**src/rtl/controle_medicoes_hcsr04_pkg.sv**
```systemverilog
// controle_medicoes_hcsr04 shared definitions
// state encodings, widths and small helpers
package controle_medicoes_hcsr04_pkg;

   localparam int LARG_MEDIDA = 12;

   typedef enum logic [3:0] {
      INICIAL  = 4'd0,
      ESPERA   = 4'd1,
      DISPARA  = 4'd2,
      AGUARDA  = 4'd3,
      ARMAZENA = 4'd4,
      CALCULA  = 4'd5,
      FALHA    = 4'd6
   } estado_t;

   function automatic int maior(input int a, input int b);
      return (a > b) ? a : b;
   endfunction

endpackage

```
**src/rtl/controle_medicoes_hcsr04_edge_detector.sv**
```systemverilog
// edge_detector: rising-edge pulse of a level input
// active-high async reset, pulso is combinational
module edge_detector (
   input  logic clock,
   input  logic reset,
   input  logic sinal,
   output logic pulso
);

   logic r_sinal;

   // previous value of the input
   always_ff @(posedge clock or posedge reset) begin
      if (reset) r_sinal <= 1'b0;
      else       r_sinal <= sinal;
   end

   assign pulso = sinal & ~r_sinal;

endmodule

```
**src/rtl/controle_medicoes_hcsr04.sv**
```systemverilog
// controle_medicoes_hcsr04: HC-SR04 measurement scheduler
// periodic requests, timeout, 2^L averaging, failure flag
module controle_medicoes_hcsr04
   import controle_medicoes_hcsr04_pkg::*;
#(
   parameter int PERIODO    = 3000000,
   parameter int TIMEOUT    = 2500000,
   parameter int L          = 2,
   parameter int MAX_FALHAS = 3
) (
   input  logic                   clock,
   input  logic                   reset,
   input  logic                   ligar,
   input  logic                   pronto_sensor,
   input  logic [LARG_MEDIDA-1:0] medida_sensor,
   output logic                   medir,
   output logic [LARG_MEDIDA-1:0] ultima_medida,
   output logic [LARG_MEDIDA-1:0] media,
   output logic                   media_valida,
   output logic                   erro,
   output logic [3:0]             db_estado
);

   localparam int LARG_CONT = $clog2(maior(PERIODO, TIMEOUT));
   localparam int LARG_ACC  = LARG_MEDIDA + L;
   localparam int LARG_N    = L + 1;
   localparam int LARG_F    = $clog2(MAX_FALHAS + 1);

   localparam logic [LARG_CONT-1:0] C_FIM_PERIODO =
      LARG_CONT'(PERIODO - 1);
   localparam logic [LARG_CONT-1:0] C_FIM_TIMEOUT =
      LARG_CONT'(TIMEOUT - 1);
   localparam logic [LARG_N-1:0] C_N_AMOSTRAS =
      LARG_N'(1 << L);
   localparam logic [LARG_F-1:0] C_MAX_F =
      LARG_F'(MAX_FALHAS);

   estado_t                r_estado;
   estado_t                w_prox;
   logic                   w_evento;
   logic                   w_reset_alto;
   logic [LARG_CONT-1:0]   r_cont;
   logic [LARG_ACC-1:0]    r_acc;
   logic [LARG_N-1:0]      r_n;
   logic [LARG_N-1:0]      w_n_prox;
   logic [LARG_F-1:0]      r_falhas;
   logic [LARG_F-1:0]      w_falhas_prox;
   logic [LARG_MEDIDA-1:0] r_amostra;
   logic [LARG_MEDIDA-1:0] r_ultima;
   logic [LARG_MEDIDA-1:0] r_media;
   logic                   r_erro;

   assign w_reset_alto = ~reset;

   edge_detector u_borda_pronto (
      .clock (clock),
      .reset (w_reset_alto),
      .sinal (pronto_sensor),
      .pulso (w_evento)
   );

   assign w_n_prox      = r_n + LARG_N'(1);
   assign w_falhas_prox = (r_falhas == C_MAX_F) ?
                          r_falhas : r_falhas + LARG_F'(1);

   // state register
   always_ff @(posedge clock or negedge reset) begin
      if (!reset) r_estado <= INICIAL;
      else        r_estado <= w_prox;
   end

   // next state; dropping ligar always wins
   always_comb begin
      w_prox = r_estado;
      if (r_estado != INICIAL && !ligar) begin
         w_prox = INICIAL;
      end else begin
         unique case (r_estado)
            INICIAL:  if (ligar) w_prox = DISPARA;
            ESPERA:   if (r_cont == C_FIM_PERIODO) w_prox = DISPARA;
            DISPARA:  w_prox = AGUARDA;
            AGUARDA: begin
               if (w_evento)                    w_prox = ARMAZENA;
               else if (r_cont == C_FIM_TIMEOUT) w_prox = FALHA;
            end
            ARMAZENA: begin
               if (w_n_prox == C_N_AMOSTRAS) w_prox = CALCULA;
               else                          w_prox = ESPERA;
            end
            CALCULA:  w_prox = ESPERA;
            FALHA:    w_prox = ESPERA;
            default:  w_prox = INICIAL;
         endcase
      end
   end

   // shared timer, accumulator, counters and result registers
   always_ff @(posedge clock or negedge reset) begin
      if (!reset) begin
         r_cont    <= '0;
         r_acc     <= '0;
         r_n       <= '0;
         r_falhas  <= '0;
         r_amostra <= '0;
         r_ultima  <= '0;
         r_media   <= '0;
         r_erro    <= 1'b0;
      end else if (!ligar) begin
         r_cont   <= '0;
         r_acc    <= '0;
         r_n      <= '0;
         r_falhas <= '0;
         r_erro   <= 1'b0;
      end else begin
         unique case (r_estado)
            ESPERA:  r_cont <= r_cont + LARG_CONT'(1);
            DISPARA: r_cont <= '0;
            AGUARDA: begin
               r_cont <= r_cont + LARG_CONT'(1);
               if (w_evento) r_amostra <= medida_sensor;
            end
            ARMAZENA: begin
               r_ultima <= r_amostra;
               r_acc    <= r_acc + {{L{1'b0}}, r_amostra};
               r_n      <= w_n_prox;
               r_falhas <= '0;
               r_erro   <= 1'b0;
               r_cont   <= '0;
            end
            CALCULA: begin
               r_media <= r_acc[LARG_ACC-1:L];
               r_acc   <= '0;
               r_n     <= '0;
               r_cont  <= '0;
            end
            FALHA: begin
               r_falhas <= w_falhas_prox;
               if (w_falhas_prox == C_MAX_F) r_erro <= 1'b1;
               r_cont <= '0;
            end
            default: ;
         endcase
      end
   end

   assign medir         = (r_estado == DISPARA);
   assign media_valida  = (r_estado == CALCULA);
   assign db_estado     = r_estado;
   assign ultima_medida = r_ultima;
   assign media         = r_media;
   assign erro          = r_erro;

endmodule

```
**config.mk**
```make
export PLATFORM = sky130hd
export DESIGN_NAME = controle_medicoes_hcsr04
export DESIGN_NICKNAME = d
export VERILOG_FILES = /design/src/rtl/controle_medicoes_hcsr04_pkg.sv /design/src/rtl/controle_medicoes_hcsr04_edge_detector.sv /design/src/rtl/controle_medicoes_hcsr04.sv
export SDC_FILE = /design/constraint.sdc
export NUM_CORES = 1
export LEC_CHECK = 0
export ABC_AREA = 1
export CORE_ASPECT_RATIO = 1.75
export CORE_MARGIN = 3
export CORE_UTILIZATION = 45
export DETAILED_ROUTE_END_ITERATION = 8
export GPL_ROUTABILITY_DRIVEN = 0
export MAX_ROUTING_LAYER = met4
export PLACE_DENSITY = 0.66
export SYNTH_ARGS = -nofsm -noshare
export SYNTH_HDL_FRONTEND = slang
export SYNTH_SLANG_ARGS = --single-unit
```
**constraint.sdc**
```tcl
create_clock -name clock -period 3.05 [get_ports clock]
set_clock_uncertainty 0.05 [all_clocks]
set_input_delay 0.915 -clock clock [delete_from_list [all_inputs] [get_ports clock]]
set_output_delay 0.915 -clock clock [all_outputs]
set_load 0.01 [all_outputs]
```
==> reports/qor.yml, run 1 <==
dp_hpwl_um: 8570
startpoint: "db_estado[2]"
max_stage_delay_ns: 0.59
wl_per_cell_um: 15.0
die_area_mm2: 0.0113
crit_slowest_cell: "clkdlybuf4s50_1"
top_layer: "met4"
final_core_util_pct: 55.7
synth_edf_count: 0
cp_data_arrival_time_ns: 1.78
synth-async-reset-ratio_pct: 100
hold_slack_ns: 0.422
syn_inst: 580
drtPass1Iterations: 4
cp-end-kind: "output pin"
grt_max_degree: 83
path_cells: "inv_2, nor3_4, clkdlybuf4s50_1"
avgSynthCellArea_um2: 7.78
cts_setup_buffers: 0
area_growth_pct: 19.1
reg2regPathDepth: 9
grt_pass1_vias: 3945
post_cts_resized: 0
cp_max_fo: 7
crit_path_end: "media_valida"
core_area_mm2: 0.00964
nFillCells: 919
core.rowCount: 47
required_ns: 2.08
drc_errors: 0
status: "finished clean"
reg2reg_from: "r_amostra[0]"
seqCellArea_mm2: 0.00205
path_delay_family: "buffers and inverters"
drt_iter0_drc: 184
drt-met1-wl_um: 4190
worstReg2RegEnd: "r_acc[12]"
timing.setup.tns_ns: 0
ys_types: 37
initial_core_util_pct: 46.8
antenna_found_initial: 0
ys_seq_elements: 82
insertion_delay_ns: 0.33
grt_overflow: 0
cts_tree: "built"
dp_cells: 742
critPathKind: "reg -> out"
fp.dieH_um: 138
grt_pass1_wl_um: 18600
wl_um: 11300
cts_buffers: 9
crit_cells: 3
final_antenna_net_count: 0
yosysTopAreaCell: "dfrtp_1"
wl_met3_um: 387
path_buf_inv: 2
synth_nets: 612
fin_cells: 756
die_w_um: 81.7
grt_usage_pct: 22.0
antenna_cells: 0
viasPerCell: 5.25
cts.clk_slew.worst_paths_ns: 0.06
clock_sinks: 82
powerDensity_mw_per_mm2: 644
clock.fmax_mhz: 364
hold_viol_final: 0
clockBufferDepth: 2
ys_seq_area_share_pct: 45.5
hold_class: "reg -> reg"
layout_min_cycle_time_ns: 2.75
met2_length_um: 6120
num_io_pins: 47
ir_drop_v: 0.000384
setup_violations: 0
nNetsFinal: 663
synth.top_cell.area_share_pct: 45.5
synth_area_mm2: 0.00451
ys_top_cells_by_area: "dfrtp_1 (45%), nand2_1 (15%), inv_1 (5.7%)"
cts_htree_levels: 3
multi_input_area_mm2: 0.00210
rrSetupSlack_ns: 1.08
cp-start-kind: "register"
slew_violations: 0
drv_cap: 0
yosysWarnings: 0
portBuffers: 45
drive_gt1_share_pct: 7.57
rsz0062_at_grt: "false"
post-route-period-util_pct: 90.1
num_vias: 3969
root_buffer: "clkbuf_16"
power_leakage_nw: 2.61
cts_hold_buf: 0
ys_dominant_reg_cell: "dfrtp_1"
layout make-up:
class	count	share of cell area, %
multi-input cells	409	39.1
flip-flops and latches	82	38.2
repair buffers	50	9.26
inverters	79	5.52
clock buffers	11	4.33
well taps	122	2.84
clock inverters	3	0.791
cells in the final DEF (no fill, tap or decap), types with 2 or more instances in the layout:
cell / count
nand2_1: 178
dfrtp_1: 82
inv_1: 69
nor2_1: 63
clkdlybuf4s50_1: 44
nand3_1: 28
o21ai_1: 24
a21oi_1: 21
ha_1: 15
nand4_1: 14
inv_2: 10
mux2_4: 10
clkbuf_16: 9
nor3_1: 8
o22ai_1: 8
o21ai_0: 7
buf_4: 5
mux2_1: 4
nand2_2: 3
nand3b_1: 3
o211ai_1: 3
and2_1: 2
nor2_4: 2
nor2_2: 2
a22o_1: 2
a31oi_1: 2
clkbuf_1: 2
through the flow:
| stage | setup slack [ns] | cell area (um^2) | total power [mW] |
|---|---|---|---|
| 6_report | 0.303 | 5380 | 3.46 |
| 5_1_grt | 0.210 | 5380 | 3.68 |
| 4_1_cts | 0.273 | 5380 | 3.49 |
| 3_5_place_dp | 0.536 | 5100 | 2.45 |
| 3_3_place_gp | 0.540 | 5100 | 2.42 |
| 2_1_floorplan | 1.21 | 4510 | 2.04 |
logic make-up (layout without fill, tap and decap cells):
group	count (synthesis)	in the layout	synth area share, %
multiplexers	14	14	4.33
AND/OR/NAND/NOR	305	305	28.5
buffers and inverters	89	143	7.96
other	1	1	0.0831
AO/OA/AOI/OAI	72	72	8.90
XOR/XNOR	1	1	0.194
flip-flops	82	82	45.5
adder cells (fa/ha/maj)	16	16	4.60
registers in the layout (all words and copies together), names as in the netlist:
signal,count
db_estado,3
erro,1
media,12
r_acc,14
r_amostra,12
r_cont,22
r_falhas,2
r_n,3
u_borda_pronto.r_sinal,1
ultima_medida,12
cell usage after synthesis (2+ instances only):
master,count
ha_1,15
mux2_4,10
o21ai_1,24
a21oi_1,21
mux2_1,4
a22o_1,2
and2_1,2
nand2_2,3
nand4_1,14
a31oi_1,2
inv_1,69
inv_2,10
o22ai_1,8
nor2_1,63
nand3_1,28
o21ai_0,7
dfrtp_1,82
nand2_1,178
nor2_4,2
o211ai_1,3
nand3b_1,3
buf_4,3
nor2_2,2
buf_2,5
nor3_1,8
how the worst min path moves through the flow:
stage,startpoint,to,slack [ns],cells past startpoint
after floorplan,r_n[0],r_n[0],0.40,1
after global placement,ultima_medida[2],ultima_medida[2],0.41,2
after detailed placement,ultima_medida[9],ultima_medida[9],0.41,2
after CTS,ultima_medida[9],ultima_medida[9],0.43,2
after global routing,ultima_medida[4],ultima_medida[4],0.45,2
final,ultima_medida[9],ultima_medida[9],0.42,2
metal layers:
metal  vias to the layer above  global-route usage [%]
met2                       109                    38.4
met5                         -                       -
li1                       1962                       -
met1                      1854                    22.5
met4                         0                    12.5
met3                        44                    3.39
where the power goes:
group	switching [mW]	total [mW]	leakage (nW)	internal [mW]
logic	0.571	1.00	1.37	0.430
registers	0.181	1.43	1.11	1.25
clock network	0.409	1.03	0.131	0.624
worst register-to-register path, cell delays in order, from the launching register on:
cell	delay, ns
dfrtp_1	0.38
ha_1	0.19
inv_1	0.06
fa_1	0.42
o21ai_1	0.33
nand3_1	0.16
nand3_1	0.11
nand2_1	0.05
nand3_1	0.06
nand2_1	0.05
Power figures use the tool's default switching activity.
==> inputs of run 2 (changes only) <==
==> constraint.sdc (replaced) <==
create_clock -name clock -period 3.1 [get_ports clock]
set_clock_uncertainty 0.05 [all_clocks]
set_input_delay 0.93 -clock clock [delete_from_list [all_inputs] [get_ports clock]]
set_output_delay 0.93 -clock clock [all_outputs]
set_load 0.01 [all_outputs]
==> reports/qor.yml, run 2 (synthesis results as in run 1) <==
status: "finished clean"
cts_hold_buf: 0
p_total_mw: 3.58
cts_tree: "built"
final_common_cell: "nand2_1"
setup_violations: 0
initial_core_util_pct: 46.8
power_leakage_nw: 2.64
core.rowCount: 47
drt_iter0_drc: 196
cts_htree_levels: 3
hold_slack_ns: 0.423
grt_max_degree: 83
dp_cells: 742
fp.dieH_um: 138
nFillCells: 898
post_cts_resized: 0
fin_cells: 758
die_w_um: 81.7
slew_violations: 0
nNetsFinal: 663
wl_met3_um: 339
grt_usage_pct: 22.2
dp_hpwl_um: 8560
clock_sinks: 82
cp-end-kind: "output pin"
top_layer: "met4"
cts_setup_buffers: 0
num_io_pins: 47
wl_per_cell_um: 15.0
regMostFlops: "r_cont"
pre_cts_slack_ns: 0.561
drive_gt1_share_pct: 8.18
hold_class: "reg -> reg"
insertion_delay_ns: 0.34
drtPass1Iterations: 4
ir_drop_v: 0.000339
cts.clk_slew.worst_paths_ns: 0.07
layout_setup_ws_ns: 0.323
core_area_mm2: 0.00964
seqCellArea_mm2: 0.00205
cts_buffers: 9
rsz0062_at_grt: "false"
drv_cap: 0
cp_max_fo: 7
powerDensity_mw_per_mm2: 658
portBuffers: 45
timing.setup.tns_ns: 0
final_cell_mix: "nand2_1 (178), dfrtp_1 (82), inv_1 (69)"
final_antenna_net_count: 0
root_buffer: "clkbuf_16"
drc_errors: 0
hold_viol_final: 0
grt_overflow: 0
num_vias: 3981
met2_length_um: 6200
drt-met1-wl_um: 4180
multi_input_area_mm2: 0.00210
clock.fmax_mhz: 360
required_ns: 2.12
layout_min_cycle_time_ns: 2.78
grt_pass1_vias: 4024
antenna_found_initial: 0
die_area_mm2: 0.0113
post-route-period-util_pct: 89.6
top_regs: "r_cont: 22 flops, r_acc: 14 flops"
cp-start-kind: "register"
wl_um: 11400
antenna_cells: 0
area_growth_pct: 20.4
cp_data_arrival_time_ns: 1.80
largest_reg_flops: 22
critPathKind: "reg -> out"
viasPerCell: 5.25
clockBufferDepth: 2
grt_pass1_wl_um: 18800
-- run 2: cell count changes in the layout (fill, tap and decap cells not counted), sizes merged --
cell      before  now
bufinv         1    2
clkbuf        11   10
clkinvlp       1    0
inv           79   82
-- run 2: per-stage QoR --
| stage | instance area (um^2) | util (%) |
|---|---|---|
| 2_1_floorplan | 4510 | - |
| 3_3_place_gp | 5100 | 52.9 |
| 3_5_place_dp | 5100 | 52.9 |
| 4_1_cts | 5430 | 56.3 |
| 5_1_grt | 5430 | 56.3 |
| 6_report | 5430 | 56.3 |
-- run 2: cell type report --
type                    instances  share of cell area, %
clock buffers                  10                   4.40
inverters                      79                   5.46
flip-flops and latches         82                   37.8
clock inverters                 6                   1.75
repair buffers                 50                   9.16
well taps                     122                   2.81
multi-input cells             409                   38.7
-- run 2: power by group --
part	switching [mW]	leakage, nW	internal (mW)
registers	0.179	1.11	1.23
logic	0.561	1.37	0.424
clock network	0.448	0.164	0.738
-- run 2: worst paths after layout --
check                              endpoint  slack, ns  cells past startpoint             start
max reg2reg                       r_acc[12]       1.11                      9      r_amostra[0]
min reg2reg                ultima_medida[9]       0.42                      2  ultima_medida[9]
min                        ultima_medida[9]       0.42                      2  ultima_medida[9]
max                            media_valida       0.32                      3      db_estado[2]
max in group asynchronous        r_cont[13]       2.07                      2             reset
min in group asynchronous        r_cont[19]       0.55                      2             reset
-- run 2: layer usage --
metal | vias to the layer above | GRT usage (%)
li1 | 1968 | -
met4 | 0 | 13.1
met3 | 41 | 3.39
met2 | 97 | 38.3
met5 | - | -
met1 | 1875 | 22.9
-- run 2: worst max-delay path: stages (launching register included) --
cell and delay [ns]:
dfrtp_1 0.47, inv_2 0.13, nor3_4 0.27, clkdlybuf4s50_1 0.59
==> inputs of run 3 (changes only) <==
--- a/config.mk
+++ b/config.mk
@@ -15,4 +15,5 @@
 export PLACE_DENSITY = 0.66
 export SYNTH_ARGS = -nofsm -noshare
 export SYNTH_HDL_FRONTEND = slang
+export SYNTH_HIERARCHICAL = 1
 export SYNTH_SLANG_ARGS = --single-unit
==> reports/qor.yml, run 3 <==
status: "finished clean"
post-route-period-util_pct: 87.2
ys_top_cells_by_count: "nand2_1 (184), dfrtp_1 (82), inv_1 (79)"
postLayoutCellArea_mm2: 0.00546
viasPerCell: 5.20
reg2regPathDepth: 7
startpoint: "db_estado[2]"
yosysWarnings: 6
ys_top_cells_by_area: "dfrtp_1 (45%), nand2_1 (15%), inv_1 (6.5%)"
slew_violations: 0
ys_dominant_reg_cell: "dfrtp_1"
post_cts_resized: 0
rsz0062_at_grt: "false"
drc_errors: 0
powerDensity_mw_per_mm2: 578
synth-async-reset-ratio_pct: 100
cp-start-kind: "register"
rrSetupSlack_ns: 1.08
syn_inst: 606
critPathKind: "reg -> out"
reg2reg_from: "db_estado[0]"
final_core_util_pct: 55.1
cts_tree: "built"
cp_data_arrival_time_ns: 1.72
cp_max_fo: 7
fp.dieH_um: 139
timing.setup.tns_ns: 0
hold_class: "reg -> reg"
dp_hpwl_um: 9240
synth.most_common_cell: "nand2_1"
die_w_um: 82.2
grt_pass1_wl_um: 19200
drtPass1Iterations: 7
post_dp_cell_area_mm2: 0.00515
antenna_found_initial: 0
num_io_pins: 47
ys_seq_elements: 82
core_area_mm2: 0.00991
clock.fmax_mhz: 370
cts.clk_slew.worst_paths_ns: 0.07
synth_edf_count: 0
pre_cts_slack_ns: 0.416
whs_endpoint: "ultima_medida[6]"
holdCritStartpoint: "ultima_medida[6]"
top_regs: "r_cont: 22 flops, r_acc: 14 flops"
core.rowCount: 48
slew_headroom_pct: 49.6
clockBufferDepth: 2
final_common_cell: "nand2_1"
largest_reg_flops: 22
ys_types: 32
cts_setup_buffers: 0
drv_cap: 0
yosysTopAreaCell: "dfrtp_1"
ir_drop_v: 0.000306
num_vias: 4089
dp_cells: 770
nNetsFinal: 688
hold_slack_ns: 0.430
fin_cells: 786
insertion_delay_ns: 0.34
antenna_cells: 0
portBuffers: 45
synth.top_cell.area_share_pct: 44.9
avgSynthCellArea_um2: 7.54
hold_viol_final: 0
p_total_mw: 3.15
power_leakage_nw: 2.65
cts_hold_buf: 0
drive_gt1_share_pct: 7.72
grt_max_degree: 35
final_cell_mix: "nand2_1 (184), dfrtp_1 (82), inv_1 (79)"
root_buffer: "clkbuf_16"
min_delay_path_depth: 2
wl_per_cell_um: 15.2
area_growth_pct: 19.5
grt_overflow: 0
final_antenna_net_count: 0
layout_min_cycle_time_ns: 2.70
cp-end-kind: "output pin"
synth_nets: 638
wl_um: 12000
ys_seq_area_share_pct: 44.9
synth_area_mm2: 0.00457
regMostFlops: "r_cont"
setup_violations: 0
clock_sinks: 82
die_area_mm2: 0.0114
cts_buffers: 9
grt_pass1_vias: 4099
initial_core_util_pct: 46.1
worstReg2RegEnd: "r_cont[18]"
tightest_slew_ns: 0.755
drt_iter0_drc: 185
layout_setup_ws_ns: 0.398
required_ns: 2.12
cts_htree_levels: 3
grt_usage_pct: 22.9
-- run 3: cell types whose count changed in the layout (fill, tap and decap cells not counted), moves of 4 or more --
cell / before / now
o21ai_1: 24 / 2
o21ai_0: 7 / 26
nand3_1: 28 / 44
mux2_2: 0 / 15
inv_1: 69 / 79
mux2_4: 10 / 0
nand2_1: 178 / 184
nor3_1: 8 / 13
inv_2: 10 / 6
mux2_1: 4 / 0
nor2_1: 63 / 67
-- run 3: worst max-delay path, cell delays in order, from the launching register on --
cell	delay, ns
dfrtp_1	0.52
nand3_1	0.22
inv_2	0.11
clkdlybuf4s50_1	0.53
-- run 3: worst max path at each step --
stage	endpoint	slack, ns
3_5_place_dp	r_amostra[10]	0.42
5_1_grt	media_valida	0.33
3_3_place_gp	r_amostra[10]	0.43
4_1_cts	media_valida	0.38
2_1_floorplan	r_amostra[10]	1.03
6_report	media_valida	0.40
-- run 3: cell type report --
type / instances / area [um^2]
well taps: 125 / 156
clock buffers: 11 / 243
inverters: 86 / 325
multi-input cells: 427 / 2120
repair buffers: 50 / 498
flip-flops and latches: 82 / 2050
fillers: 948 / 4450
clock inverters: 5 / 62.6
-- run 3: kinds of logic after synthesis --
group / count (synthesis) / synth area share, %
adder cells (fa/ha/maj): 16 / 4.55
flip-flops: 82 / 44.9
AO/OA/AOI/OAI: 62 / 7.42
multiplexers: 15 / 3.70
XOR/XNOR: 3 / 0.575
buffers and inverters: 97 / 8.60
AND/OR/NAND/NOR: 330 / 30.2
other: 1 / 0.0821
-- run 3: power breakdown --
part | internal (mW) | switching, mW | leakage (nW)
logic | 0.307 | 0.420 | 1.38
registers | 1.20 | 0.125 | 1.13
clock network | 0.651 | 0.454 | 0.142
-- run 3: metal layers --
layer / track usage, % / share of wire [%] / vias to the layer above
met5: - / 0 / -
met2: 41.2 / 55 / 128
met4: 13.8 / 5.5 / 0
li1: - / - / 2039
met1: 21.3 / 35 / 1875
met3: 4.21 / 3.9 / 47
